File: src/rtl/seg_reg_hs.sv
// Pipeline segment register with valid/ready handshake on both sides, optional
// two-entry skid buffer, synchronous flush, occupancy and saturating stall counter.
module seg_reg_hs #(
  parameter int DATA_W     = 96,
  parameter int CTRL_W     = 24,
  parameter int SKID       = 1,
  parameter int CLEAR_DATA = 1,
  parameter int CNT_W      = 16
) (
  input  logic              clk,
  input  logic              rst,
  input  logic              flush,
  input  logic              in_valid,
  output logic              in_ready,
  input  logic [DATA_W-1:0] in_data,
  input  logic [CTRL_W-1:0] in_ctrl,
  output logic              out_valid,
  input  logic              out_ready,
  output logic [DATA_W-1:0] out_data,
  output logic [CTRL_W-1:0] out_ctrl,
  output logic [1:0]        occupancy,
  output logic [CNT_W-1:0]  stall_cnt
);

  typedef enum logic [1:0] {EMPTY, ONE, TWO} state_t;

  localparam logic [CNT_W-1:0] CNT_ONE = CNT_W'(1);
  localparam logic [CNT_W-1:0] CNT_MAX = '1;

  state_t            state_q, state_d;
  logic [DATA_W-1:0] m_data, s_data;
  logic [CTRL_W-1:0] m_ctrl, s_ctrl;
  logic              in_fire, out_fire;
  logic              load_m, load_s, m_from_s;

  assign out_valid = (state_q != EMPTY);
  assign in_fire   = in_valid & in_ready;
  assign out_fire  = out_valid & out_ready;
  assign out_data  = m_data;
  // Gating keeps stale RegWrite/MemWrite bits from ever reaching downstream.
  assign out_ctrl  = out_valid ? m_ctrl : '0;

  always_comb begin
    if (SKID != 0) in_ready = (state_q != TWO) && !rst;
    else           in_ready = (!out_valid || out_ready) && !rst;
  end

  always_comb begin
    // NOTE: every output of this block gets a default first, so no path can infer a latch.
    state_d  = state_q;
    load_m   = 1'b0;
    load_s   = 1'b0;
    m_from_s = 1'b0;
    occupancy = 2'd0;
    unique case (state_q)
      EMPTY: begin
        occupancy = 2'd0;
        if (in_fire) begin
          load_m  = 1'b1;
          state_d = ONE;
        end
      end
      ONE: begin
        occupancy = 2'd1;
        if (in_fire && out_fire) begin
          load_m = 1'b1;
        end else if (in_fire && (SKID != 0)) begin
          load_s  = 1'b1;
          state_d = TWO;
        end else if (out_fire) begin
          state_d = EMPTY;
        end
      end
      TWO: begin
        occupancy = 2'd2;
        if (out_fire) begin
          m_from_s = 1'b1;
          state_d  = ONE;
        end
      end
      default: state_d = EMPTY;
    endcase
    // Flush overrides any load decided above; the entry offered this cycle is lost.
    if (flush) begin
      state_d  = EMPTY;
      load_m   = 1'b0;
      load_s   = 1'b0;
      m_from_s = 1'b0;
    end
  end

  // NOTE: sequential state uses non-blocking assignments so all registers update from pre-edge values.
  always_ff @(posedge clk) begin
    if (rst) state_q <= EMPTY;
    else     state_q <= state_d;
  end

  // NOTE: payload registers are reset explicitly; out_data must read zero after reset.
  always_ff @(posedge clk) begin
    if (rst) begin
      m_data <= '0;
      m_ctrl <= '0;
      s_data <= '0;
      s_ctrl <= '0;
    end else if (flush) begin
      m_ctrl <= '0;
      s_ctrl <= '0;
      if (CLEAR_DATA != 0) begin
        m_data <= '0;
        s_data <= '0;
      end
    end else begin
      if (load_m) begin
        m_data <= in_data;
        m_ctrl <= in_ctrl;
      end else if (m_from_s) begin
        m_data <= s_data;
        m_ctrl <= s_ctrl;
      end
      if (load_s) begin
        s_data <= in_data;
        s_ctrl <= in_ctrl;
      end
    end
  end

  // Flush does not touch the counter; it measures downstream back-pressure only.
  always_ff @(posedge clk) begin
    if (rst)
      stall_cnt <= '0;
    else if (out_valid && !out_ready && (stall_cnt != CNT_MAX))
      stall_cnt <= stall_cnt + CNT_ONE;
  end

endmodule

File: config.mk
export PLATFORM = sky130hd
export DESIGN_NAME = seg_reg_hs
export DESIGN_NICKNAME = d
export VERILOG_FILES = /design/src/rtl/seg_reg_hs.sv
export SDC_FILE = /design/constraint.sdc
export NUM_CORES = 1
export LEC_CHECK = 0
export BUFFER_PORTS_ARGS = -buffer_cell sky130_fd_sc_hd__buf_2
export CAP_MARGIN = 20
export CORE_MARGIN = 5
export CORE_UTILIZATION = 54
export CTS_BUF_LIST = sky130_fd_sc_hd__clkbuf_8
export DETAILED_ROUTE_END_ITERATION = 8
export PLACE_DENSITY = 0.85
export REMOVE_ABC_BUFFERS = 1
export SLEW_MARGIN = 40
export SYNTH_ARGS = -nofsm -noshare
export SYNTH_HDL_FRONTEND = slang
export SYNTH_SLANG_ARGS = --single-unit
File: constraint.sdc
create_clock -name clk -period 2.2 [get_ports clk]
set_clock_uncertainty 0.2 [all_clocks]
set_input_delay 0.11 -clock clk [delete_from_list [all_inputs] [get_ports clk]]
set_output_delay 0.11 -clock clk [all_outputs]
set_load 0.05 [all_outputs]
Word level (Yosys, flattened, before mapping). Cells that the tools add are included.

Output and inout bits: 140. Bits of input ports: 125. Bits in registers: 258. Word-level logic and storage cells: 50.

Reductions and logical operators: 11. Equal/unequal tests: 8. Mux-type cells: 22. Bitwise operators: 2. Add/sub/neg operators: 1.

Operators with widths (number): 2-to-1 mux 96 bit (2); 2-to-1 mux 24 bit (3); adder 16 x 1 -> 16 bit, second input constant (1); inequality test 16 bit, second input constant (1); 2-to-1 mux 2 bit (5); 2-to-1 mux 1 bit (9); inequality test 2 bit, second input constant (4); case mux 2 bit (3 select lines) (1); logical AND 1 bit (4); case mux 2 bit (2 select lines) (1); AND reduction 4 bit (1); nonzero test 2 bit (2); inequality test 3 bit, second input constant (1); bitwise AND 1 bit (2); equality test 2 x 1 -> 1 bit, second input constant (1); equality test 2 bit, second input constant (1); logical NOT 1 bit (2); logical NOT 2 bit (1); case mux 1 bit (2 select lines) (1); OR reduction 2 bit (1).

Longest topological paths before layout.
Depth in word-level cells: 8. Gate-level depth with buffers: 6. Gate-level depth less buffers: 5.

Worst setup path before layout. OpenSTA, ideal clock, no wires.

Kind: flip-flop to flip-flop. Start point: register stall_cnt[0]. End point: register stall_cnt[0]. Setup time: 0.123 ns. Data arrival time: 1.882 ns. Path buffers: 0. Period minus slack after synthesis: 2.205 ns. Setup slack: -0.005 ns. Stages on the path, launching flop included: 6. Data required time: 1.877 ns. Cells stage by stage: dfxtp_1 ha_1 nand4_1 nor3_4 a21oi_1 mux2_1.

Cells in the longest elaborated chain, start to end: 2. Elaborated cells on any way between the ends: 3. Classes of those cells: 1 x add/sub; 1 x eq/ne; 1 x reduce/logical.

Ends and longest elaborated chain: from (decl) (line 22) `output logic [CNT_W-1:0] stall_cnt`; from (signal assigned) (line 132) `stall_cnt <= stall_cnt + CNT_ONE;`; parallel branches: the longest is 2 deep, another holds adder 16 x 1 -> 16 bit.

Parallel ways; which one is timed is not known. A chain may end at the register's enable or synchronous reset.

Final worst setup path.
Start point: register state_q[1]. End point: register m_data[22] (netlist: out_data[22]).

Cells in the longest elaborated chain, start to end: 8. Elaborated cells on any way between the ends: 18. Classes of those cells: 3 x eq/ne; 8 x mux; 2 x bitwise; 5 x reduce/logical.

Ends and longest elaborated chain: from (decl) (line 30) `state_t state_q, state_d;`; from (signal assigned) (line 95) `else state_q <= state_d;`; inequality test 2 bit (line 44) `if (SKID != 0) in_ready = (state_q != TWO) && !rst;`; logical AND 1 bit (line 44); bitwise AND 1 bit (line 37) `assign in_fire = in_valid & in_ready;`; logical AND 1 bit (line 65) `if (in_fire && out_fire) begin`; 2-to-1 mux 1 bit (line 65); case mux 1 bit (2 select lines) (line 55) `unique case (state_q)`; 2-to-1 mux 1 bit (line 84) `if (flush) begin`; 2-to-1 mux 96 bit / nonzero test 2 bit (equally long branches); to (signal assigned) (line 114) `m_data <= in_data;`; to (signal assigned) (line 117) `m_data <= s_data;`; to (decl) (line 31) `logic [DATA_W-1:0] m_data, s_data;`.

Several ways; a longest one is shown, not always the timed one.

==> impl_results.md <==
- Status: finished, final reports clean
- DR DRC count: 0
- Max-cap viol count: 0
- FMAX: roughly 470 MHz
- Reg-to-Reg Start: state_q[1]
- Die X-Extent: roughly 150 µm
- Maximum clock insertion buffer count: 3
- DR WL met2: 16500 µm
- Synth Area in Compound Gates: 23.2%
- Synthesized cell area: ~9900 µm²
- Worst hold slack: 0.0840 ns
- Netlist cell types: 39
- Root Driver: clkbuf_8
- Core Box Area: 18000 µm²
- Vias in the first global route: 10553
- CP endpoint kind: register
- GRT Residual Overflow: 0
- TritonCTS Sinks: 258
- CTS tree: built
- Startpoint Class: register
- Post-Place Cells: 1629
- Largest family of logic cells by synthesized area: compound AO/OA/AOI/OAI gates
- Fin Setup TNS: 0 ns
- Setup violators final: 0
- Most common cell after layout, fill and taps aside: nand2_1
- Yosys reg bits: 258
- R2R cell count: 6
- Pwr Density: 724 nW/µm²
- M1 WL: 12200 µm
- Fraction of registers with async set/reset: 0%
- Clk Latency, worst-skew pair: 0.55 ns
- Layout cells sized above 1: 22.7%
- RR Endpoint: out_data[22]
- Data required, critical path: ~2.5 ns
- # fillers: 1160
- Critical hold path startpoint: flush
- Post-layout net count: 1693
- DR WL met3: 3200 µm
- Row cnt: 49
- Highest Signal Layer: met4
- Final wirelength: 33600 µm
- Via density: around 5.9
- Largest net degree at the start of global routing: 121
- Cells after synthesis: 1209
- DP Wirelength: 17700 µm
- Largest area contributor in the netlist: dfxtp_1
- Pleak: 0.00522 µW
- GRT Overall Usage: 29.8%
- Hold Crit Class: in -> reg
- Kind of critical path: reg -> reg
- Post-synthesis xor/xnor area fraction: 0%
- Adder-Cell Fraction of Synth Area: 0.126%
- CTS Buf Count: 42
- Die area: ~21000 µm²
- Post-CTS setup buffer count: 0
- Syn-to-layout area delta: 37.0%
- Hold Vio Cnt, Final: 0
- Mean area per synthesized cell: 8.22 µm²
- Worst Hold Path Cells: 3
- Mux share of post-synthesis cell area: 1.01%
- Critical path peak fanout: roughly 70
- Main synth FF type: dfxtp_1
- WL per Instance: ~18 µm
- Initial antenna violation count: 3
- Worst-path clk slew: 0.06 ns
- Worst hold endpoint: s_ctrl[4]
- Slew Limit Fails: 0
- RSZ-0062 raised after global routing: false
- First-pass GRT wire length: 53800 µm
- Vias: 10779
- Fin crit share: a little over nine tenths
- Seq/Total Area, Yosys: 52.0%
- DRT Pass-1 Iters: 6
- Fin crit period: ~2.1 ns
- I/O pins: between 200 and 300
- Placer congestion estimate: 0.906
- Flop-to-flop setup slack: 0.09 ns
- Chip Height: between 100 and 150 µm
- Ys Warns: 0
- Final std cells w/o fill: 1828
- Largest vdd supply drop: 0.000602 V
- Worst slew pin tran: 0.659 ns
- First-iteration detailed-routing DRC count: 1036
- Final ANT Viol Nets: 0
- Total power: 9860 µW
- Port Buffers: 264
- Slew HR: 56.1%
- Synth top area cells: dfxtp_1 52%, nand2_1 14%, a21oi_1 13%
- Share of the synthesized area in the top cell type: 52.0%
- H-tree depth: 2
- Initial core utilization: 55.1%
- Commonest cells after routing, fill and taps aside: 369 x nand2_1, 262 x buf_2, 258 x dfxtp_1
- Fin util: 75.6%
- Number of flops mapped to enable cells by yosys: 0
- Crit path DAT: 2.36 ns
- Post-synthesis simple-gate area fraction: 19.1%
[sequential cells by signal, indices dropped and copies added (netlist names)]
| name | cells |
|---|---|
| s_data | 96 |
| s_ctrl | 24 |
| out_data | 96 |
| m_ctrl | 24 |
| stall_cnt | 16 |
| state_q | 2 |
[area by class of cell]
| class | count | area [µm²] | area share (%) |
|---|---|---|---|
| clock inverter | 19 | 125 | 0.919 |
| tap | 229 | 287 | 2.10 |
| multi-input combinational | 850 | 4360 | 32.0 |
| clock buffer | 54 | 743 | 5.46 |
| timing repair buffer | 413 | 2930 | 21.5 |
| antenna | 3 | 7.51 | 0.0551 |
| sequential | 258 | 5160 | 37.9 |
| inverter | 2 | 7.51 | 0.0551 |
[logic make-up after synthesis]
kind of cell             count (synthesis)
multiplexers                             9
AND/OR/NAND/NOR                        450
flip-flops                             258
adder cells (fa/ha/maj)                  1
buffers and inverters                  101
AO/OA/AOI/OAI                          390
[worst max-delay path, stage by stage, from the launching register on]
cell     delay [ns]
dfxtp_1        0.47
nor2b_1        0.12
buf_4          0.17
a31oi_4        0.27
buf_12         0.31
nand2_1        0.13
a21oi_1        0.27
[metrics by stage]
step           worst slack (ns)  instance area, µm²
2_1_floorplan             -4.88                9490
3_3_place_gp              0.279               11500
3_5_place_dp              0.210               11500
4_1_cts                  0.0820               13600
5_1_grt                  0.0135               13600
6_report                 0.0896               13600
[how the worst max path moves through the flow]
stage | startpoint | to | cells after the start
final | state_q[1] | out_data[22] | 6
after global routing | state_q[1] | out_data[77] | 4
after detailed placement | stall_cnt[0] | stall_cnt[0] | 5
after CTS | state_q[1] | out_ctrl[17] | 4
after floorplan | state_q[1] | s_ctrl[0] | 4
after global placement | stall_cnt[0] | stall_cnt[0] | 5
[synth_stat cells (2+ instances only)]
cell	count
a211oi_1	5
mux2_1	8
buf_1	7
a21oi_1	249
clkbuf_1	51
o31ai_1	3
inv_1	2
a31oi_1	4
or2_1	2
and3_1	2
a41oi_1	2
or4_1	2
nand3_1	3
buf_4	11
nor3_1	4
nand4_1	5
and4_1	4
nor4_1	2
and2_1	4
nor2b_1	35
dfxtp_1	258
buf_2	30
nor2_1	12
a22oi_1	120
nand2_1	369
nand2b_1	2
[metal layers]
metal	track usage (%)	up-vias
li1	-	4889
met1	35.1	5015
met2	49.4	706
met3	8.38	169
met4	15.6	0
met5	0	-
[what timing repair did]
action | CTS | global route
endpoints found under the hold margin | 257 | 0
hold buffers | 123 | 0
endpoints found under the setup margin | 0 | 2
resized for setup | 0 | 2
[power by group]
group,internal [µW],switching (µW),total (µW)
Sequential,4710,24.9,4740
Clock,2340,1960,4300
Combinational,357,468,825
Total,7410,2450,9860
(Power assumes the default switching activity.)
